**config.mk**
```make
export PLATFORM = sky130hd
export DESIGN_NAME = sc_bottomsidedetector
export DESIGN_NICKNAME = d
export VERILOG_FILES = /design/src/rtl/sc_bottomsidedetector.sv
export SDC_FILE = /design/constraint.sdc
export NUM_CORES = 1
export LEC_CHECK = 0
export CAP_MARGIN = 20
export CORE_MARGIN = 10
export CORE_UTILIZATION = 25
export CTS_CLUSTER_DIAMETER = 30
export DETAILED_ROUTE_END_ITERATION = 10
export GPL_TIMING_DRIVEN = 1
export PLACE_DENSITY = 0.65
export SYNTH_ARGS = -nofsm -noshare
export SYNTH_HDL_FRONTEND = slang
export SYNTH_SLANG_ARGS = --single-unit
```
**constraint.sdc**
```tcl
create_clock -name SC_BOTTOMSIDEDETECTOR_CLOCK_50 -period 2.39 [get_ports SC_BOTTOMSIDEDETECTOR_CLOCK_50]
set_input_delay 0.3585 -clock SC_BOTTOMSIDEDETECTOR_CLOCK_50 [delete_from_list [all_inputs] [get_ports SC_BOTTOMSIDEDETECTOR_CLOCK_50]]
set_output_delay 0.3585 -clock SC_BOTTOMSIDEDETECTOR_CLOCK_50 [all_outputs]
set_load 0.005 [all_outputs]
```
**src/rtl/sc_bottomsidedetector.sv**
```systemverilog
// ============================================================================
// Module   : sc_bottomsidedetector
// Brief    : Debounced row-condition detector with a level output, a rise pulse
//            and an optional saturating event counter
//            (SC_BOTTOMSIDEDETECTOR_EVCOUNT_EN).
// Revision : 1.0 - initial release
// ============================================================================
`default_nettype none

module sc_bottomsidedetector #(
  parameter int DATAWIDTH    = 8,
  parameter int HOLDCYCLES   = 2,
  parameter int EVCOUNTWIDTH = 4
) (
  input  logic                    SC_BOTTOMSIDEDETECTOR_CLOCK_50,
  input  logic                    SC_BOTTOMSIDEDETECTOR_RESET_InHigh,
  input  logic                    SC_BOTTOMSIDEDETECTOR_enable_InHigh,
  input  logic [1:0]              SC_BOTTOMSIDEDETECTOR_mode_InBUS,
  input  logic [DATAWIDTH-1:0]    SC_BOTTOMSIDEDETECTOR_pattern_InBUS,
  input  logic [DATAWIDTH-1:0]    SC_BOTTOMSIDEDETECTOR_data_InBUS,
  input  logic                    SC_BOTTOMSIDEDETECTOR_clear_InHigh,
  output logic                    SC_BOTTOMSIDEDETECTOR_bottomside_OutHigh,
  output logic                    SC_BOTTOMSIDEDETECTOR_bottomsidePulse_OutHigh,
  output logic [EVCOUNTWIDTH-1:0] SC_BOTTOMSIDEDETECTOR_eventCount_OutBUS
);

  localparam int              c_HW   = $clog2(HOLDCYCLES + 1);
  localparam logic [c_HW-1:0] c_HOLD = c_HW'(HOLDCYCLES);

  localparam logic [1:0] c_ST_IDLE     = 2'd0;
  localparam logic [1:0] c_ST_ARMING   = 2'd1;
  localparam logic [1:0] c_ST_DETECTED = 2'd2;

  logic            w_cond;
  logic            w_match;
  logic            w_mode_chg;
  logic            w_enter;
  logic [c_HW-1:0] w_hold_nxt;
  logic [1:0]      w_state_nxt;
  logic [c_HW-1:0] r_hold;
  logic [1:0]      r_state;
  logic [1:0]      r_mode;
  logic            r_pulse;

  always_comb begin
    w_cond = 1'b0;
    case (SC_BOTTOMSIDEDETECTOR_mode_InBUS)
      2'b00:   w_cond = (SC_BOTTOMSIDEDETECTOR_data_InBUS == '0);
      2'b01:   w_cond = (SC_BOTTOMSIDEDETECTOR_data_InBUS == {DATAWIDTH{1'b1}});
      2'b10:   w_cond = (SC_BOTTOMSIDEDETECTOR_data_InBUS == SC_BOTTOMSIDEDETECTOR_pattern_InBUS);
      default: w_cond = (SC_BOTTOMSIDEDETECTOR_data_InBUS != SC_BOTTOMSIDEDETECTOR_pattern_InBUS);
    endcase
  end

  assign w_match    = SC_BOTTOMSIDEDETECTOR_enable_InHigh & w_cond;
  assign w_mode_chg = (SC_BOTTOMSIDEDETECTOR_mode_InBUS != r_mode);

  // A mode change restarts the debounce even if the new condition already holds
  always_comb begin
    w_hold_nxt = '0;
    if (!w_mode_chg && w_match) begin
      w_hold_nxt = (r_hold == c_HOLD) ? c_HOLD : r_hold + c_HW'(1);
    end
  end

  always_comb begin
    w_state_nxt = c_ST_ARMING;
    if (w_hold_nxt == '0) begin
      w_state_nxt = c_ST_IDLE;
    end else if (w_hold_nxt == c_HOLD) begin
      w_state_nxt = c_ST_DETECTED;
    end
  end

  assign w_enter = (w_state_nxt == c_ST_DETECTED) && (r_state != c_ST_DETECTED);

  always_ff @(posedge SC_BOTTOMSIDEDETECTOR_CLOCK_50) begin
    if (SC_BOTTOMSIDEDETECTOR_RESET_InHigh) begin
      r_hold  <= '0;
      r_state <= c_ST_IDLE;
      r_mode  <= SC_BOTTOMSIDEDETECTOR_mode_InBUS;
      r_pulse <= 1'b0;
    end else begin
      r_hold  <= w_hold_nxt;
      r_state <= w_state_nxt;
      r_mode  <= SC_BOTTOMSIDEDETECTOR_mode_InBUS;
      r_pulse <= w_enter;
    end
  end

  assign SC_BOTTOMSIDEDETECTOR_bottomside_OutHigh      = (r_state == c_ST_DETECTED);
  assign SC_BOTTOMSIDEDETECTOR_bottomsidePulse_OutHigh = r_pulse;

`ifdef SC_BOTTOMSIDEDETECTOR_EVCOUNT_EN
  logic [EVCOUNTWIDTH-1:0] r_evcount;

  // Clear coinciding with a new detection keeps that detection as the first count
  always_ff @(posedge SC_BOTTOMSIDEDETECTOR_CLOCK_50) begin
    if (SC_BOTTOMSIDEDETECTOR_RESET_InHigh) begin
      r_evcount <= '0;
    end else if (SC_BOTTOMSIDEDETECTOR_clear_InHigh) begin
      r_evcount <= w_enter ? EVCOUNTWIDTH'(1) : '0;
    end else if (w_enter && (r_evcount != {EVCOUNTWIDTH{1'b1}})) begin
      r_evcount <= r_evcount + EVCOUNTWIDTH'(1);
    end
  end

  assign SC_BOTTOMSIDEDETECTOR_eventCount_OutBUS = r_evcount;
`else
  logic w_unused_clear;

  assign w_unused_clear = SC_BOTTOMSIDEDETECTOR_clear_InHigh;
  assign SC_BOTTOMSIDEDETECTOR_eventCount_OutBUS = '0;
`endif

endmodule

`default_nettype wire
```
==> results.md, run 1 <==
* Area added between synthesis and finish at 55.7%
* List of cells traversed by the critical path: clkdlybuf4s50_1 > o22ai_1 > or4_4 > o311a_4 > nor4_1
* Root buffer cell: sky130_fd_sc_hd__clkbuf_4
* Antenna cells at 0
* Maximum clock frequency at 481 MHz
* Final period utilization at 0.870
* Average footprint of a synthesized cell at 8.13 µm²
* Routed wirelength normalized by instance count at 11.9 µm
* Starting density of the core at 0.268
* Count of instances resized after the clock tree is built at 0
* Estimated wirelength of the detail-placed design at approximately 1200 µm
* Slowest stage delay, CP at 540 ps
* Startpoint Class: input port
* Internal power summed over all cells at around 0.00023 W
* Vias in the first global route at around 550
* Buffers inserted during post-CTS setup optimization at 0
* Count of cell types in the netlist at 25
* Via Count at 544
* Cell with the most instances after synthesis: sky130_fd_sc_hd__inv_1
* Endpoint class of the critical path: register
* Outcome: finished clean
* Category of the most critical setup path: in -> reg
* Most frequent cells after synthesis: sky130_fd_sc_hd__inv_1 (12), sky130_fd_sc_hd__dfxtp_1 (7), sky130_fd_sc_hd__nor2b_1 (5)
* Fraction of power consumed by the clock network at 0.348
* Power density over the cells at 376 nW/µm²
* Max-capacitance violation count at 0
* Setup repair after global routing missed its margin: no
* Worst hold path class: reg -> reg
* Clock tree sinks at 7
* All-Layer GR Usage at 0.0681
* Maximum clock path buffer count at 2
* Most instantiated flip-flop cell in the synthesis netlist: sky130_fd_sc_hd__dfxtp_1
* Post-synthesis sequential element count at 7
* Pin count of the biggest net entering global routing at 6
* Final hold viol count at 0
* Post-synth EDFFs at 0
* Crit Path Max Fanout at 5
* Overall routed net length at between 1000 and 1500 µm
* Die Y at 66.3 µm
* Top cells by area, synth: sky130_fd_sc_hd__dfxtp_1 (26%), sky130_fd_sc_hd__ha_1 (9.3%), sky130_fd_sc_hd__inv_1 (8.4%)
* Total Die Area at approximately 4400 µm²
* CTS clk-pin slew, worst paths at 50 ps
* Max-slew violation total from the final report at 0
* Synthesis Warnings at 0
* Worst supply voltage drop on vdd at 0.000298 V
* Total number of H-tree levels at 1
* Share of synthesized registers carrying an async set or reset at 0
* Post-synthesis cell type with the largest combined area: sky130_fd_sc_hd__dfxtp_1
* Antenna violations before repair at 0
* Required time worst endpoint at 2550 ps
* Setup_tns at 0 ps
* Switching Power at 0.0000803 W
* Post-CTS Hold Buffers at 0
* Number of setup violations in the final report at 0
* Total CTS buffers at 3
* Iteration-0 DRC Markers at 15
* Gpl congestion at 0.772
* Critical Path AT at 2240 ps
* TritonCTS clock tree: built
* Fraction of power spent switching nets at 0.255
* Placeable core area at ~2000 µm²
* Number of fillers in the final layout at 198
* Share of the yosys chip area belonging to registers at 0.261
* Post-layout net count at between 100 and 150
* Final worst path period need at ~2100 ps
* Gr ovfl total at 0
* Horizontal die dimension at 66.3 µm
* Area share of the largest cell type after synthesis at 0.261
* ANT nets after route at 0
* Standard-cell row count at 16
* Clk_skew at 3.85 ps
* Detailed-router iteration count before antenna repair at 4
* Wire length of the first global-routing pass at 2360 µm
* Share of power burned in registers at 0.382
* Cell count after synthesis at 66
* Logic pwr share at 0.270
* Crit-path slowest cell: sky130_fd_sc_hd__clkdlybuf4s50_1
* I/O Pins at 28
* Leakage power figure at 0.338 nW
* Fraction of final layout cells with drive strength greater than 1 at 0.125
* DRC Markers at 0
* Sum of internal, switching and leakage power at 0.000314 W
* Source-to-sink clock delay at the later pin of the worst-skew pair at around 260 ps
* Avg Vias per Cell at roughly 4.4
* Post-synthesis instance area at around 540 µm²
* PortBufs at 22
## final timing paths
path | from | end | slack [ps] | depth (start not counted)
worst max register to register | r_mode[0]$_DFF_P_ | SC_BOTTOMSIDEDETECTOR_bottomsidePulse_OutHigh$_SDFF_PP0_ | 1090 | 4
worst min register to register | r_state[0]$_SDFF_PP0_ | SC_BOTTOMSIDEDETECTOR_bottomsidePulse_OutHigh$_SDFF_PP0_ | 630 | 3
worst max-delay path | SC_BOTTOMSIDEDETECTOR_data_InBUS[6] | r_state[0]$_SDFF_PP0_ | 310 | 5
worst min-delay path | r_state[0]$_SDFF_PP0_ | SC_BOTTOMSIDEDETECTOR_bottomsidePulse_OutHigh$_SDFF_PP0_ | 630 | 3
## per-stage QoR
step / area (µm²) / util / std cells / hold WS [ps] / setup WS, ps
finish: 836 / 0.418 / 123 / 627 / 311
global route: 836 / 0.418 / 123 / 683 / 141
CTS: 836 / 0.418 / 123 / 635 / 277
detailed placement: 810 / 0.404 / 119 / 622 / 16.3
global placement: 810 / 0.404 / 119 / 615 / 33.4
floorplan: 548 / - / 69 / 386 / 647
## power groups by stage
stage          Clock [W]  Combinational, W  Sequential (W)
2_1_floorplan          0         0.0000382        0.000122
3_3_place_gp           0         0.0000830        0.000122
3_5_place_dp           0         0.0000842        0.000122
4_1_cts         0.000112         0.0000850        0.000120
5_1_grt         0.000119         0.0000938        0.000120
6_report        0.000109         0.0000850        0.000120
## registers in the layout, indices dropped and copies added (netlist names)
| signal | cells |
|---|---|
| SC_BOTTOMSIDEDETECTOR_bottomsidePulse_OutHigh | 1 |
| r_state | 2 |
| r_mode | 2 |
| r_hold | 2 |
## worst max-delay path, delay by kind of cell
kind            cells  cell delay [ps]
simple gates        2              820
compound gates      2              520
buf+inv             1              540
## area by class of cell
cell class,instances,area (µm²),area share
inverters,13,48.8,0.0584
clock buffers,4,26.3,0.0314
repair buffers,27,258,0.308
multi-input cells,45,329,0.394
flip-flops and latches,7,140,0.168
well taps,27,33.8,0.0404
## placed cells by master (no fill, tap or decap)
cell,Yosys,layout
sky130_fd_sc_hd__nand4b_1,2,2
sky130_fd_sc_hd__clkdlybuf4s50_1,0,22
sky130_fd_sc_hd__or4_4,1,1
sky130_fd_sc_hd__or4_1,1,1
sky130_fd_sc_hd__nor4_1,4,4
sky130_fd_sc_hd__nor2_1,1,1
sky130_fd_sc_hd__dfxtp_1,7,7
sky130_fd_sc_hd__xnor2_1,2,2
sky130_fd_sc_hd__o22ai_1,4,4
sky130_fd_sc_hd__inv_2,1,1
sky130_fd_sc_hd__nor3_1,3,3
sky130_fd_sc_hd__clkbuf_1,0,1
sky130_fd_sc_hd__nand2b_1,2,2
sky130_fd_sc_hd__or3_1,1,1
sky130_fd_sc_hd__inv_1,12,12
sky130_fd_sc_hd__a222oi_1,1,1
sky130_fd_sc_hd__nor4_2,1,1
sky130_fd_sc_hd__mux2i_1,1,1
sky130_fd_sc_hd__nand3_1,2,2
sky130_fd_sc_hd__clkbuf_4,0,3
sky130_fd_sc_hd__a31oi_1,1,1
sky130_fd_sc_hd__ha_1,4,4
sky130_fd_sc_hd__nor2b_1,5,5
sky130_fd_sc_hd__conb_1,1,4
sky130_fd_sc_hd__buf_4,4,5
sky130_fd_sc_hd__o311a_4,1,1
sky130_fd_sc_hd__a2111oi_1,1,1
sky130_fd_sc_hd__nand2_1,3,3
## cell families (layout without fill, tap and decap cells)
logic type	after synthesis	in the layout	share of synthesized area
fa+ha+maj	4	4	0.0932
buf+inv	17	44	0.147
other cells	1	4	0.00699
compound gates	8	8	0.135
simple gates	26	26	0.305
mux	1	1	0.0186
xor+xnor	2	2	0.0326
flops	7	7	0.261
## routing by layer
metal | GRT usage | wire length, µm | vias up
li1 | - | - | 284
met1 | 0.0715 | 610 | 238
met2 | 0.112 | 712 | 18
met3 | 0.0322 | 127 | 4
met4 | 0.0314 | 18 | 0
met5 | 0 | 0 | -
Note: power is estimated with default switching activity, not from simulation.
==> run 2: changes to the inputs <==
--- a/config.mk
+++ b/config.mk
@@ -6,12 +6,13 @@
 export NUM_CORES = 1
 export LEC_CHECK = 0
 export CAP_MARGIN = 20
-export CORE_MARGIN = 10
+export CORE_MARGIN = 2
 export CORE_UTILIZATION = 25
 export CTS_CLUSTER_DIAMETER = 30
 export DETAILED_ROUTE_END_ITERATION = 10
 export GPL_TIMING_DRIVEN = 1
 export PLACE_DENSITY = 0.65
+export SLEW_MARGIN = 20
 export SYNTH_ARGS = -nofsm -noshare
 export SYNTH_HDL_FRONTEND = slang
 export SYNTH_SLANG_ARGS = --single-unit
==> run 2 against run 1 <==
  * Count of clock-buffer cells in the layout is the same
  * Non-clock buffer count shrank 1
  * Flip-flop and latch count is the same
  * Register-to-register slack is essentially flat
  * First-iteration DRC count shrank 60%
  * Sequential power is essentially flat
  * Die area shrank 42%
  * Combinational power shrank 2.5%
  * Critical path depth grew 1
  * Largest power group unchanged
  * Via count grew 2.6%
  * Largest cell class unchanged
  * Global-route usage grew 3.5 points
  * Utilization shrank 0.37 points
==> results.md, run 2 (synthesis gave the netlist of run 1 again) <==
* Number of fillers in the final layout at 213 (+7.6%)
* Maximum clock path buffer count at 2 (unchanged)
* Worst supply voltage drop on vdd at 0.000357 V (+20%)
* ANT nets after route at 0 (unchanged)
* Number of cells on the critical path at 6 (+1)
* Crit-path slowest cell: sky130_fd_sc_hd__a2111oi_1
* Iteration-0 DRC Markers at 6 (-9)
* Slew headroom at 0.668
* Via Count at 558 (+2.6%)
* Most crowded layer after global routing: met2
* Setup repair after global routing missed its margin: no
* Maximum clock frequency at 464 MHz (-3.6%)
* Outcome: finished clean
* Placeable core area at 2000 µm² (unchanged)
* Standard-cell row count at 16 (unchanged)
* Post-CTS Hold Buffers at 0 (unchanged)
* Sum of internal, switching and leakage power at 0.000305 W (-2.9%)
* Root buffer cell: sky130_fd_sc_hd__clkbuf_4
* Antenna cells at 0 (unchanged)
* Count of instances resized after the clock tree is built at 0 (unchanged)
* PortBufs at 22 (unchanged)
* Wire length of the first global-routing pass at 2010 µm (-15%)
* Leading cell type in the layout, fill and taps excluded: sky130_fd_sc_hd__clkdlybuf4s50_1
* Slew of the pin with the lowest slew margin at 497 ps
* I/O Pins at 28 (unchanged)
* Dominant delay contributor by cell family on the critical path: compound AO/OA/AOI/OAI gates
* Endpoint class of the critical path: register
* Total Die Area at 2530 µm² (-42%)
* Final period utilization at 0.902 (+0.0326)
* Detailed-router iteration count before antenna repair at 4 (unchanged)
* CTS clk-pin slew, worst paths at 50 ps (about the same)
* Clock tree sinks at 7 (unchanged)
* DRC Markers at 0 (unchanged)
* Starting density of the core at 0.268 (unchanged)
* Fin util at 0.414 (-0.00375)
* List of cells traversed by the critical path: clkdlybuf4s50_1 > nor2b_1 > a2111oi_1 > a31oi_1 > o311a_4 > nor4_1
* Register-to-register setup slack at 1080 ps (about the same)
* Largest registers in the final layout: r_hold: 2 flops, r_mode: 2 flops, r_state: 2 flops
* Horizontal die dimension at 50.3 µm (-24%)
* TritonCTS clock tree: built
* Source of the worst register-to-register timing path: r_mode[0]$_DFF_P_
* Worst Hold Depth at 3 (unchanged)
* Fraction of final layout cells with drive strength greater than 1 at 0.116 (-0.00921)
* Antenna violations before repair at 0 (unchanged)
* All-Layer GR Usage at 0.103 (+0.0349)
* Pin count of the biggest net entering global routing at 6 (unchanged)
* Gr ovfl total at 0 (unchanged)
* Number of setup violations in the final report at 0 (unchanged)
* Leakage power figure at 0.333 nW (-1.4%)
* Post-placement cell area at 802 µm² (-0.93%)
* Power density over the cells at 369 nW/µm² (-2.0%)
* Vias in the first global route at 521 (-5.1%)
* GR Layer Usage met3 at 0.0298 (-0.00244)
* Source-to-sink clock delay at the later pin of the worst-skew pair at 250 ps (about the same)
* Die Y at 50.3 µm (-24%)
* R2R depth at 4 (unchanged)
* Final hold viol count at 0 (unchanged)
* Critical Path AT at 2300 ps (+60 ps)
* Met1 demand-to-capacity share in global routing at 0.117 (+0.0459)
* Category of the most critical setup path: in -> reg
* Max-capacitance violation count at 0 (unchanged)
* Total CTS buffers at 3 (unchanged)
* Estimated wirelength of the detail-placed design at 1000 µm (-19%)
* Crit Path Max Fanout at 5 (unchanged)
* Worst setup path startpoint: SC_BOTTOMSIDEDETECTOR_data_InBUS[1]
* Routed wirelength normalized by instance count at 9.85 µm (-18%)
* Gpl congestion at 0.801 (+3.7%)
* Startpoint Class: input port
* Setup_tns at 0 ps (unchanged)
* Worst setup path endpoint: r_state[0]$_SDFF_PP0_
* Required time worst endpoint at 2530 ps (-20 ps)
* Finished layout cell area at 828 µm² (-0.90%)
* Slowest stage delay, CP at 500 ps (-40 ps)
* Clk_skew at 4.42 ps (+0.567 ps)
* Area added between synthesis and finish at 54.3%
* Final worst path period need at 2160 ps (+77.9 ps)
* Overall routed net length at 1200 µm (-18%)
* Most frequent cells in the layout: sky130_fd_sc_hd__clkdlybuf4s50_1 (22), sky130_fd_sc_hd__inv_1 (12), sky130_fd_sc_hd__dfxtp_1 (7)
* Max-slew violation total from the final report at 0 (unchanged)
* Buf+Inv Stages, Crit Path at 1 (unchanged)
* Total number of H-tree levels at 1 (unchanged)
* Avg Vias per Cell at 4.57 (+3.4%)
* Met2 Resource Use GR at 0.180 (+0.0674)
* Worst hold path class: reg -> reg
* Post-layout net count at 122 (-0.81%)
* Buffers inserted during post-CTS setup optimization at 0 (unchanged)
* Reg-to-reg critical path endpoint: SC_BOTTOMSIDEDETECTOR_bottomsidePulse_OutHigh$_SDFF_PP0_
[run 2: cell types whose count changed in the layout (fill, tap and decap cells not counted)]
cell,delta
sky130_fd_sc_hd__buf_4,-1
[run 2: worst min-delay path by stage]
stage                                                    from  slack [ps]                                                  endpoint
after global routing      SC_BOTTOMSIDEDETECTOR_mode_InBUS[0]         680                                         r_mode[0]$_DFF_P_
after CTS                                   r_mode[1]$_DFF_P_         630                                      r_hold[0]$_SDFF_PP0_
after global placement                      r_mode[1]$_DFF_P_         620                                      r_hold[0]$_SDFF_PP0_
after floorplan           SC_BOTTOMSIDEDETECTOR_mode_InBUS[0]         390                                         r_mode[0]$_DFF_P_
after detailed placement                r_state[0]$_SDFF_PP0_         620  SC_BOTTOMSIDEDETECTOR_bottomsidePulse_OutHigh$_SDFF_PP0_
final                                       r_mode[1]$_DFF_P_         620                                      r_hold[0]$_SDFF_PP0_
[run 2: worst register-to-register path, stage by stage (launching register included)]
cell,delay [ps]
sky130_fd_sc_hd__dfxtp_1,300
sky130_fd_sc_hd__xnor2_1,150
sky130_fd_sc_hd__nand3_1,170
sky130_fd_sc_hd__or4_1,490
sky130_fd_sc_hd__nor3_1,140
[run 2: layout make-up]
type	count	area, µm²	area share
inverter	13	48.8	0.0589
clock buffer	4	26.3	0.0317
timing repair buffer	26	250	0.302
multi-input combinational	45	329	0.397
tap	27	33.8	0.0408
sequential	7	140	0.169
[run 2: metal layers]
layer / part of all wire / vias up / routed length, µm
met5: 0 / - / 0
li1: - / 284 / -
met1: 0.45 / 257 / 539
met2: 0.50 / 17 / 598
met4: 0 / 0 / 0
met3: 0.053 / 0 / 64
[run 2: power by group]
part / internal, W / switching (W) / leakage, nW / total [W]
clock network: 0.0000634 / 0.0000388 / 0.0150 / 0.000102
logic: 0.0000500 / 0.0000329 / 0.261 / 0.0000829
registers: 0.000119 / 0.000000835 / 0.0572 / 0.000120
total: 0.000233 / 0.0000725 / 0.333 / 0.000305
[run 2: per-stage QoR]
stage               hold slack, ps  setup WS, ps  std cells
detailed placement             624          15.7        118
global route                   683           139        122
CTS                            625           259        122
floorplan                      386           647         69
finish                         625           233        122
global placement               616          33.4        118
